<file path="src/rtl/pipe_ctrl_pkg.sv">
// Shared types and constants for the pipeline control block: stall bus
// layout, per-stage stall encodings, FSM states and the priority encoder.
package pipe_ctrl_pkg;

  localparam int unsigned StallBusWidth = 6;
  localparam int unsigned InstAddrWidth = 32;
  localparam int unsigned WdWidth       = 8;

  typedef logic [StallBusWidth-1:0] stall_bus_t;
  typedef logic [InstAddrWidth-1:0] inst_addr_t;

  // Hold bits {wb, mem, ex, id, if, pc}; bit 0 is the pc.
  localparam stall_bus_t NoStall  = 6'b000000;
  localparam stall_bus_t StallIf  = 6'b000111;
  localparam stall_bus_t StallId  = 6'b000111;
  localparam stall_bus_t StallEx  = 6'b001111;
  localparam stall_bus_t StallMem = 6'b011111;

  typedef enum logic [1:0] {
    PIPE_RUN     = 2'd0,
    PIPE_FLUSH   = 2'd1,
    PIPE_RECOVER = 2'd2
  } pipe_state_e;

  // Fixed priority: the deepest stalled stage decides how much of the
  // pipe in front of it must hold.
  function automatic stall_bus_t stall_encode(input logic req_mem,
                                              input logic req_ex,
                                              input logic req_id,
                                              input logic req_if);
    stall_bus_t enc;
    if (req_mem) begin
      enc = StallMem;
    end else if (req_ex) begin
      enc = StallEx;
    end else if (req_id) begin
      enc = StallId;
    end else if (req_if) begin
      enc = StallIf;
    end else begin
      enc = NoStall;
    end
    return enc;
  endfunction

endpackage

</file>
<file path="src/rtl/pipe_ctrl_watchdog.sv">
// Stall watchdog: counts consecutive stalled RUN cycles and emits a
// one-cycle timeout pulse each time STALL_LIMIT of them have elapsed.
module stall_watchdog
  import pipe_ctrl_pkg::*;
#(
  parameter int unsigned STALL_LIMIT = 255
) (
  input  logic clk,
  input  logic rst,
  input  logic stall_active_i,
  input  logic in_run_i,
  output logic timeout_o
);

  localparam logic [WdWidth-1:0] LimitLast = WdWidth'(STALL_LIMIT - 1);

  logic [WdWidth-1:0] wd_cnt_q, wd_cnt_d;
  logic               timeout_q, timeout_d;

  // Next-state: count while stalled in RUN, wrap to 0 on the terminal count.
  always_comb begin
    wd_cnt_d  = '0;
    timeout_d = 1'b0;
    if (stall_active_i && in_run_i) begin
      if (wd_cnt_q == LimitLast) begin
        wd_cnt_d  = '0;
        timeout_d = 1'b1;
      end else begin
        wd_cnt_d = wd_cnt_q + 1'b1;
      end
    end
  end

  // Counter and pulse registers.
  always_ff @(posedge clk) begin
    if (rst) begin
      wd_cnt_q  <= '0;
      timeout_q <= 1'b0;
    end else begin
      wd_cnt_q  <= wd_cnt_d;
      timeout_q <= timeout_d;
    end
  end

  assign timeout_o = timeout_q;

endmodule

</file>
<file path="src/rtl/pipe_ctrl.sv">
// Pipeline control: merges per-stage stall requests into a hold vector,
// sequences redirect flushes (RUN -> FLUSH -> RECOVER) and keeps a
// total-stall performance counter plus a stall watchdog.
module pipe_ctrl
  import pipe_ctrl_pkg::*;
#(
  parameter int unsigned STALL_LIMIT = 255
) (
  input  logic                     clk,
  input  logic                     rst,
  input  logic                     stallreq_if,
  input  logic                     stallreq_id,
  input  logic                     stallreq_ex,
  input  logic                     stallreq_mem,
  input  logic                     flush_req,
  input  logic [InstAddrWidth-1:0] flush_pc_i,
  output logic [StallBusWidth-1:0] stall_o,
  output logic                     flush_o,
  output logic [InstAddrWidth-1:0] new_pc_o,
  output logic                     timeout_o,
  output logic [31:0]              stall_cnt_o
);

  pipe_state_e state_q, state_d;
  inst_addr_t  pc_latch_q, pc_latch_d;
  logic        flush_q, flush_d;
  logic [31:0] stall_cnt_q, stall_cnt_d;
  stall_bus_t  req_stall;
  logic        stall_active;

  // Priority-encode the raw stage requests.
  always_comb begin
    req_stall = stall_encode(stallreq_mem, stallreq_ex, stallreq_id, stallreq_if);
  end

  // FSM next-state and stall output; stalls only pass through in RUN
  // without a concurrent flush, and never while reset is asserted.
  always_comb begin
    state_d    = state_q;
    pc_latch_d = pc_latch_q;
    flush_d    = 1'b0;
    stall_o    = NoStall;
    unique case (state_q)
      PIPE_RUN: begin
        if (flush_req) begin
          pc_latch_d = flush_pc_i;
          flush_d    = 1'b1;
          state_d    = PIPE_FLUSH;
        end else begin
          stall_o = req_stall;
        end
      end
      PIPE_FLUSH: begin
        state_d = PIPE_RECOVER;
      end
      PIPE_RECOVER: begin
        // Requests this cycle come from flushed instructions.
        state_d = PIPE_RUN;
      end
      default: begin
        state_d = PIPE_RUN;
      end
    endcase
    if (rst) begin
      stall_o = NoStall;
    end
  end

  assign stall_active = (stall_o != NoStall);

  // Performance counter next-state; wraps naturally at 2^32.
  always_comb begin
    stall_cnt_d = stall_cnt_q;
    if (stall_active) begin
      stall_cnt_d = stall_cnt_q + 32'd1;
    end
  end

  // State, redirect target, flush pulse and performance counter registers.
  always_ff @(posedge clk) begin
    if (rst) begin
      state_q     <= PIPE_RUN;
      pc_latch_q  <= '0;
      flush_q     <= 1'b0;
      stall_cnt_q <= '0;
    end else begin
      state_q     <= state_d;
      pc_latch_q  <= pc_latch_d;
      flush_q     <= flush_d;
      stall_cnt_q <= stall_cnt_d;
    end
  end

  assign flush_o     = flush_q;
  assign new_pc_o    = pc_latch_q;
  assign stall_cnt_o = stall_cnt_q;

  stall_watchdog #(
    .STALL_LIMIT(STALL_LIMIT)
  ) u_watchdog (
    .clk           (clk),
    .rst           (rst),
    .stall_active_i(stall_active),
    .in_run_i      (state_q == PIPE_RUN),
    .timeout_o     (timeout_o)
  );

endmodule

</file>
<file path="config.mk">
export PLATFORM = sky130hd
export DESIGN_NAME = pipe_ctrl
export DESIGN_NICKNAME = d
export VERILOG_FILES = /design/src/rtl/pipe_ctrl_pkg.sv /design/src/rtl/pipe_ctrl_watchdog.sv /design/src/rtl/pipe_ctrl.sv
export SDC_FILE = /design/constraint.sdc
export NUM_CORES = 1
export LEC_CHECK = 0
export ABC_AREA = 1
export CORE_ASPECT_RATIO = 1.4
export CORE_MARGIN = 5
export CORE_UTILIZATION = 48
export CTS_BUF_LIST = sky130_fd_sc_hd__clkbuf_8
export DETAILED_ROUTE_END_ITERATION = 16
export PLACE_DENSITY_LB_ADDON = 0.2
export SLEW_MARGIN = 0
export SYNTH_ARGS = -nofsm -noshare
export SYNTH_HDL_FRONTEND = slang
export SYNTH_SLANG_ARGS = --single-unit
</file>
<file path="constraint.sdc">
create_clock -name clk -period 1.5 [get_ports clk]
set_input_delay 0.3 -clock clk [delete_from_list [all_inputs] [get_ports clk]]
set_output_delay 0.3 -clock clk [all_outputs]
set_load 0.005 [all_outputs]
</file>
Word level (Yosys, flattened, before mapping)

Index checks and enable logic that the tools add are counted.

$add $sub $neg: 2
Eq/ne operators: 3
Muxes and demuxes: 11
Bitwise gates (word level): 2
Reductions and logical operators: 7

Operators with widths:

| kind                                                            | count |
|---|---|
| 32-bit by 1-bit adder with 32-bit output, second input constant | 1 |
| 6-bit 2-to-1 mux                                                | 3 |
| 8-bit by 1-bit adder with 8-bit output, second input constant   | 1 |
| 8-bit == test, second input constant                            | 1 |
| 3-bit 2-to-1 mux                                                | 2 |
| 6-bit nonzero test                                              | 1 |
| 5-bit 2-to-1 mux                                                | 1 |
| 4-bit 2-to-1 mux                                                | 1 |
| 2-bit one-hot mux with 2 select lines                           | 1 |
| 2-bit OR reduction                                              | 2 |
| 3-bit OR reduction                                              | 1 |
| 2-bit by 1-bit == test with 1-bit output, second input constant | 1 |
| 2-bit logical NOT                                               | 1 |
| 1-bit 2-to-1 mux                                                | 2 |
| 2-bit 2-to-1 mux                                                | 1 |
| 2-bit inequality test, second input constant                    | 1 |
| 1-bit inverter                                                  | 2 |
| 2-bit AND reduction                                             | 1 |
| 1-bit logical AND                                               | 1 |

Register bits after elaboration: 76
Input port bits: 39
Output and inout bits: 72
Word-level logic and storage cells: 31

Longest topological paths before layout

Depth in word-level cells: 11
Depth in mapped cells: 11
Mapped depth without buffers: 9

Cells and area by module

From an unflattened synthesis, not the netlist that was laid out.

Cell total of the unflattened synthesis: 495
Area, all modules: 3508.4 um2

By module, submodules not included:

| module         | times used | cells an instance | area an instance (um2) | sequential area each (um2) |
|---|---|---|---|---|
| pipe_ctrl      | 1          | 443               | 3099.2                 | 1341.3 |
| stall_watchdog | 1          | 52                | 409.1                  | 180.2 |

Least setup slack after synthesis

No wires, ideal clock.

Path kind: register to register
From: reg stall_cnt_q[1] (netlist: stall_cnt_o[1])
To: reg stall_cnt_q[18] (netlist: stall_cnt_o[18])
Library setup time: 0.128 ns
Arrival time: 1.302 ns
Data required time: 1.372 ns
Slack: 0.070 ns
Cell stages (with the launch flop): 10
Buffers on the path: 1
Clock period less this slack: 1.430 ns
Cell sequence: dfxtp_1 ha_1 nand2_1 nor2_2 nand3_1 nor2_4 buf_6 nand3_1 nand2_1 nor2_1

Cells in the longest elaborated chain, start to end: 1

Ends and longest elaborated chain:

| what                                     | RTL line        | source |
|---|---|---|
| from (decl)                              | pipe_ctrl.sv:27 | `logic [31:0] stall_cnt_q, stall_cnt_d;` |
| from (signal assigned)                   | pipe_ctrl.sv:90 | `stall_cnt_q <= stall_cnt_d;` |
| 32-bit by 1-bit adder with 32-bit output | pipe_ctrl.sv:75 | `stall_cnt_d = stall_cnt_q + 32'd1;` |

No other way between the ends.
A chain may end at the register's enable or synchronous reset.

Worst setup path in the final report

From: reg state_q[0]
To: out stall_o[0]

Cells in the longest elaborated chain, start to end: 3

Ends and longest elaborated chain:

| what                   | RTL line        | source |
|---|---|---|
| from (decl)            | pipe_ctrl.sv:24 | `pipe_state_e state_q, state_d;` |
| from (signal assigned) | pipe_ctrl.sv:87 | `state_q <= state_d;` |
| 2-bit logical NOT      | pipe_ctrl.sv:43 | `unique case (state_q)` |
| 6-bit 2-to-1 mux       | pipe_ctrl.sv:43 |  |
| 6-bit 2-to-1 mux       | pipe_ctrl.sv:64 | `if (rst) begin` |
| to (decl)              | pipe_ctrl.sv:17 | `output logic [StallBusWidth-1:0] stall_o,` |

No other way between the ends.

==> impl_metrics.csv <==
group,metric,value,unit
worst_setup_path,crit_end,"stall_o[0]",
pwr,combPwrFrac,13.8,%
timing,hold_violations,0,
drt,drt_iter0_drc,252,
status,violations,"setup timing",
worst_setup_path,critPathTopFamily,"simple AND/OR/NAND/NOR gates",
drt,ant_nets,0,
floorplanning,die_x,81.60,um
synthesis,avgSynthCellArea,6.862,um2
drt,wirelength,10120,um
cts,htreeDepth,3,
layout,syn_to_final_growth,57.21,%
placement,dp_hpwl,7087,um
synthesis,synth_top_area_share,44.17,%
worst_setup_path,cp.depth,5,
layout,antennaDiodeCount,0,
timing,grt_setup_unrepaired,"yes",
floorplanning,row_count,36,
synthesis,synth_top_family_by_area,"simple AND/OR/NAND/NOR gates",
placement,port_buffers,109,
pwr,leakagePower,2.700,nW
timing,skew,8.351,ps
synthesis,synth_area_leaders,"dfxtp_1, nor2_1, nand2_1, o21ai_0, inv_1",
drt,vias,3842,
synthesis,syn_nets,544,
timing,max_freq,0.6431,GHz
drt,post-route-drc-count,0,
worst_setup_path,crit_buf_inv,2,
status,outcome,"complete, but fails checks",
synthesis,synth_xor_xnor_area_share,1.017,%
synthesis,ys_ff_latch,76,
synthesis,synth_compound_area_share,8.790,%
timing,fin_crit_sh,103.7,%
synthesis,netlist_instances,502,
synthesis,ys.flop_type,"dfxtp_1",
placement,placed_area,4803,um2
layout,nFillCells,540,
pwr,p_clk_share,33.6,%
synthesis,synth_warnings,0,
pwr,power_density,750.5,nW/um2
global_route,antenna_found_initial,0,
synthesis,ys_types,29,
worst_setup_path,crit_type,"reg2out",
timing,drv_slew,0,
min_path,hold_path_class,"in2reg",
cts,clockBufferDepth,2,
placement,place_congestion,0.9534,
pwr,p_int,3.061,mW
worst_setup_path,slowest_delay,340,ps
cts,cts_tree,"yes",
global_route,grt_pass1_vias,3624,
run,drv_cap,0,
pwr,seq_power_share,52.5,%
timing,setup_violations,6,
synthesis,async_flop_share,0,%
synthesis,netlist_top_cells_count,"nor2_1, nand2_1, dfxtp_1",
synthesis,synth-simple-area-share,36.18,%
global_route,grt_pass1_wl,15910,um
timing,fin_hold_ws,355.4,ps
worst_setup_path,cp_cell_sequence,"nor2_4, nand3_4, nor2_4, buf_6, buf_6",
floorplanning,num_io_pins,111,
worst_setup_path,cpMaxStageDelayCell,"dfxtp_2",
floorplanning,coreArea,6982,um2
drt,detail_route.wl_per_cell,13.28,um
cts,root_buffer,"clkbuf_8",
drt,dr.pass1.iters,6,
worst_setup_path,crit_start,"state_q[0]",
timing,setup_slack,-55.01,ps
worst_setup_path,critical_path_required,1200,ps
worst_setup_path,rrSetupSlack,0,ps
worst_setup_path,crit_path_max_fanout,3,
worst_setup_path,crit_path_end_kind,"output port",
layout,drive_gt1_share,22.49,%
cts,insertion_delay,340,ps
pwr,p_switching,1.003,mW
layout,nets,705,
worst_setup_path,r2r-start,"state_q[0]",
drt,routed_via_density,5.042,
cts,numCtsBuffers,9,
synthesis,synth_edf_count,0,
worst_setup_path,arrival,1260,ps
synthesis,synth.cell_area,3445,um2
synthesis,synthAdderAreaFrac,1.090,%
worst_setup_path,cp-start-kind,"flip-flop",
worst_setup_path,rr_endpoint,"stall_cnt_o[9]",
layout,stdcell_area,5415,um2
cts,clkTransAtPathRegs,70,ps
global_route,grt_max_degree,34,
floorplanning,dieArea,8994,um2
synthesis,synth.mux.area_fraction,0,%
cts,cts_hold_buf,0,
synthesis,yosysTopAreaCell,"dfxtp_1",
pwr,switching_share,24.68,%
global_route,gr-total-overflow,0,
timing,fin_crit,1555,ps
global_route,grtUsageTotal,22.65,%
worst_setup_path,r2r.worst_path.cells,10,
floorplanning,die_h,110.2,um
pwr,ir_drop,0.0007102,V
synthesis,synth-seq-area-share,44.17,%
floorplanning,start_util,49.34,%
cts,clock_sinks,76,
synthesis,yosysMostFrequentCell,"nor2_1",
[registers in the layout, indices dropped and copies added (netlist names)]
register              cells
new_pc_o                 32
stall_cnt_o              32
u_watchdog.wd_cnt_q       8
state_q                   2
flush_o                   1
u_watchdog.timeout_o      1
[logic make-up (layout without fill, tap and decap cells)]
family / Yosys count / count (layout)
AOI/OAI and AO/OA: 59 / 59
xor gates and xnor gates: 4 / 4
adders and majority gates: 3 / 3
buffers and inverters: 68 / 232
DFF: 76 / 76
other: 1 / 1
and+or+nand+nor: 291 / 292
[layout make-up]
cell class	count	area, um2	share of cell area [%]
Timing Repair Buffer	168	1584	29.25
Sequential cell	76	1575	29.09
Inverter	49	188.9	3.489
Clock buffer	11	151.4	2.796
Tap cell	95	118.9	2.195
Multi-Input combinational cell	359	1779	32.86
Clock inverter	4	17.52	0.3235
[per-layer routing]
layer  vias up  global-route usage, %  wire [um]
li1       1901                      -          -
met1      1753                  23.53       3662
met2       159                  39.98       5251
met5         -                      0          0
met4         0                  9.857        276
met3        29                  8.780        929
[through the flow]
stage	setup slack (ps)	instances	TNS, ps	power, mW	utilization [%]
after CTS	-74.90	757	-280.1	4.092	74.71
after detailed placement	-605.4	718	-22030	2.767	68.80
final	-55.01	762	-168.8	4.064	77.56
after global placement	-612.9	718	-21140	2.754	68.80
after floorplan	70.21	502	0	2.414	-
after global routing	-129.3	762	-707.1	4.252	77.56
[worst register-to-register path: cells and delay by family (launching register included)]
kind	cells	cell delay, ps
simple gates	6	560
flops	1	340
buf+inv	3	350
compound gates	1	160
[power by group through the flow]
| stage | logic [mW] | registers [mW] | clock network [mW] |
|---|---|---|---|
| after floorplan | 0.220 | 2.19 | 0 |
| after global placement | 0.570 | 2.18 | 0 |
| after detailed placement | 0.578 | 2.19 | 0 |
| after CTS | 0.561 | 2.13 | 1.40 |
| after global routing | 0.618 | 2.15 | 1.49 |
| final | 0.561 | 2.14 | 1.37 |
[repair_timing]
item,CTS,global route
endpoints found under the hold margin,0,0
gates cloned,1,0
buffers inserted,23,5
setup endpoints to repair,99,51
pin swaps,9,15
gates resized for setup,126,51
[worst min-delay path by stage]
| stage | start | end | slack, ps | cells past startpoint |
|---|---|---|---|---|
| after floorplan | state_q[0] | state_q[1] | 430 | 2 |
| after global routing | flush_req | state_q[0] | 350 | 3 |
| after CTS | u_watchdog.wd_cnt_q[0] | u_watchdog.wd_cnt_q[0] | 470 | 1 |
| final | flush_req | state_q[0] | 360 | 3 |
| after detailed placement | state_q[0] | state_q[1] | 450 | 2 |
| after global placement | state_q[0] | state_q[1] | 440 | 2 |
[cell usage in the layout, fill, tap and decap left out, types with 9 or more instances in the layout]
cell type        instances
clkdlybuf4s50_1         36
nand2_1                 89
inv_1                   49
a21oi_1                 14
nor2_1                 121
dfxtp_1                 41
clkbuf_8                11
nand3_1                 30
dlygate4sd2_1           48
nor2_4                  13
dfxtp_2                 31
nand4_1                  9
buf_4                   50
dlymetal6s2s_1          19
o21ai_0                 39
No activity file was read; power rests on OpenSTA's default activity.
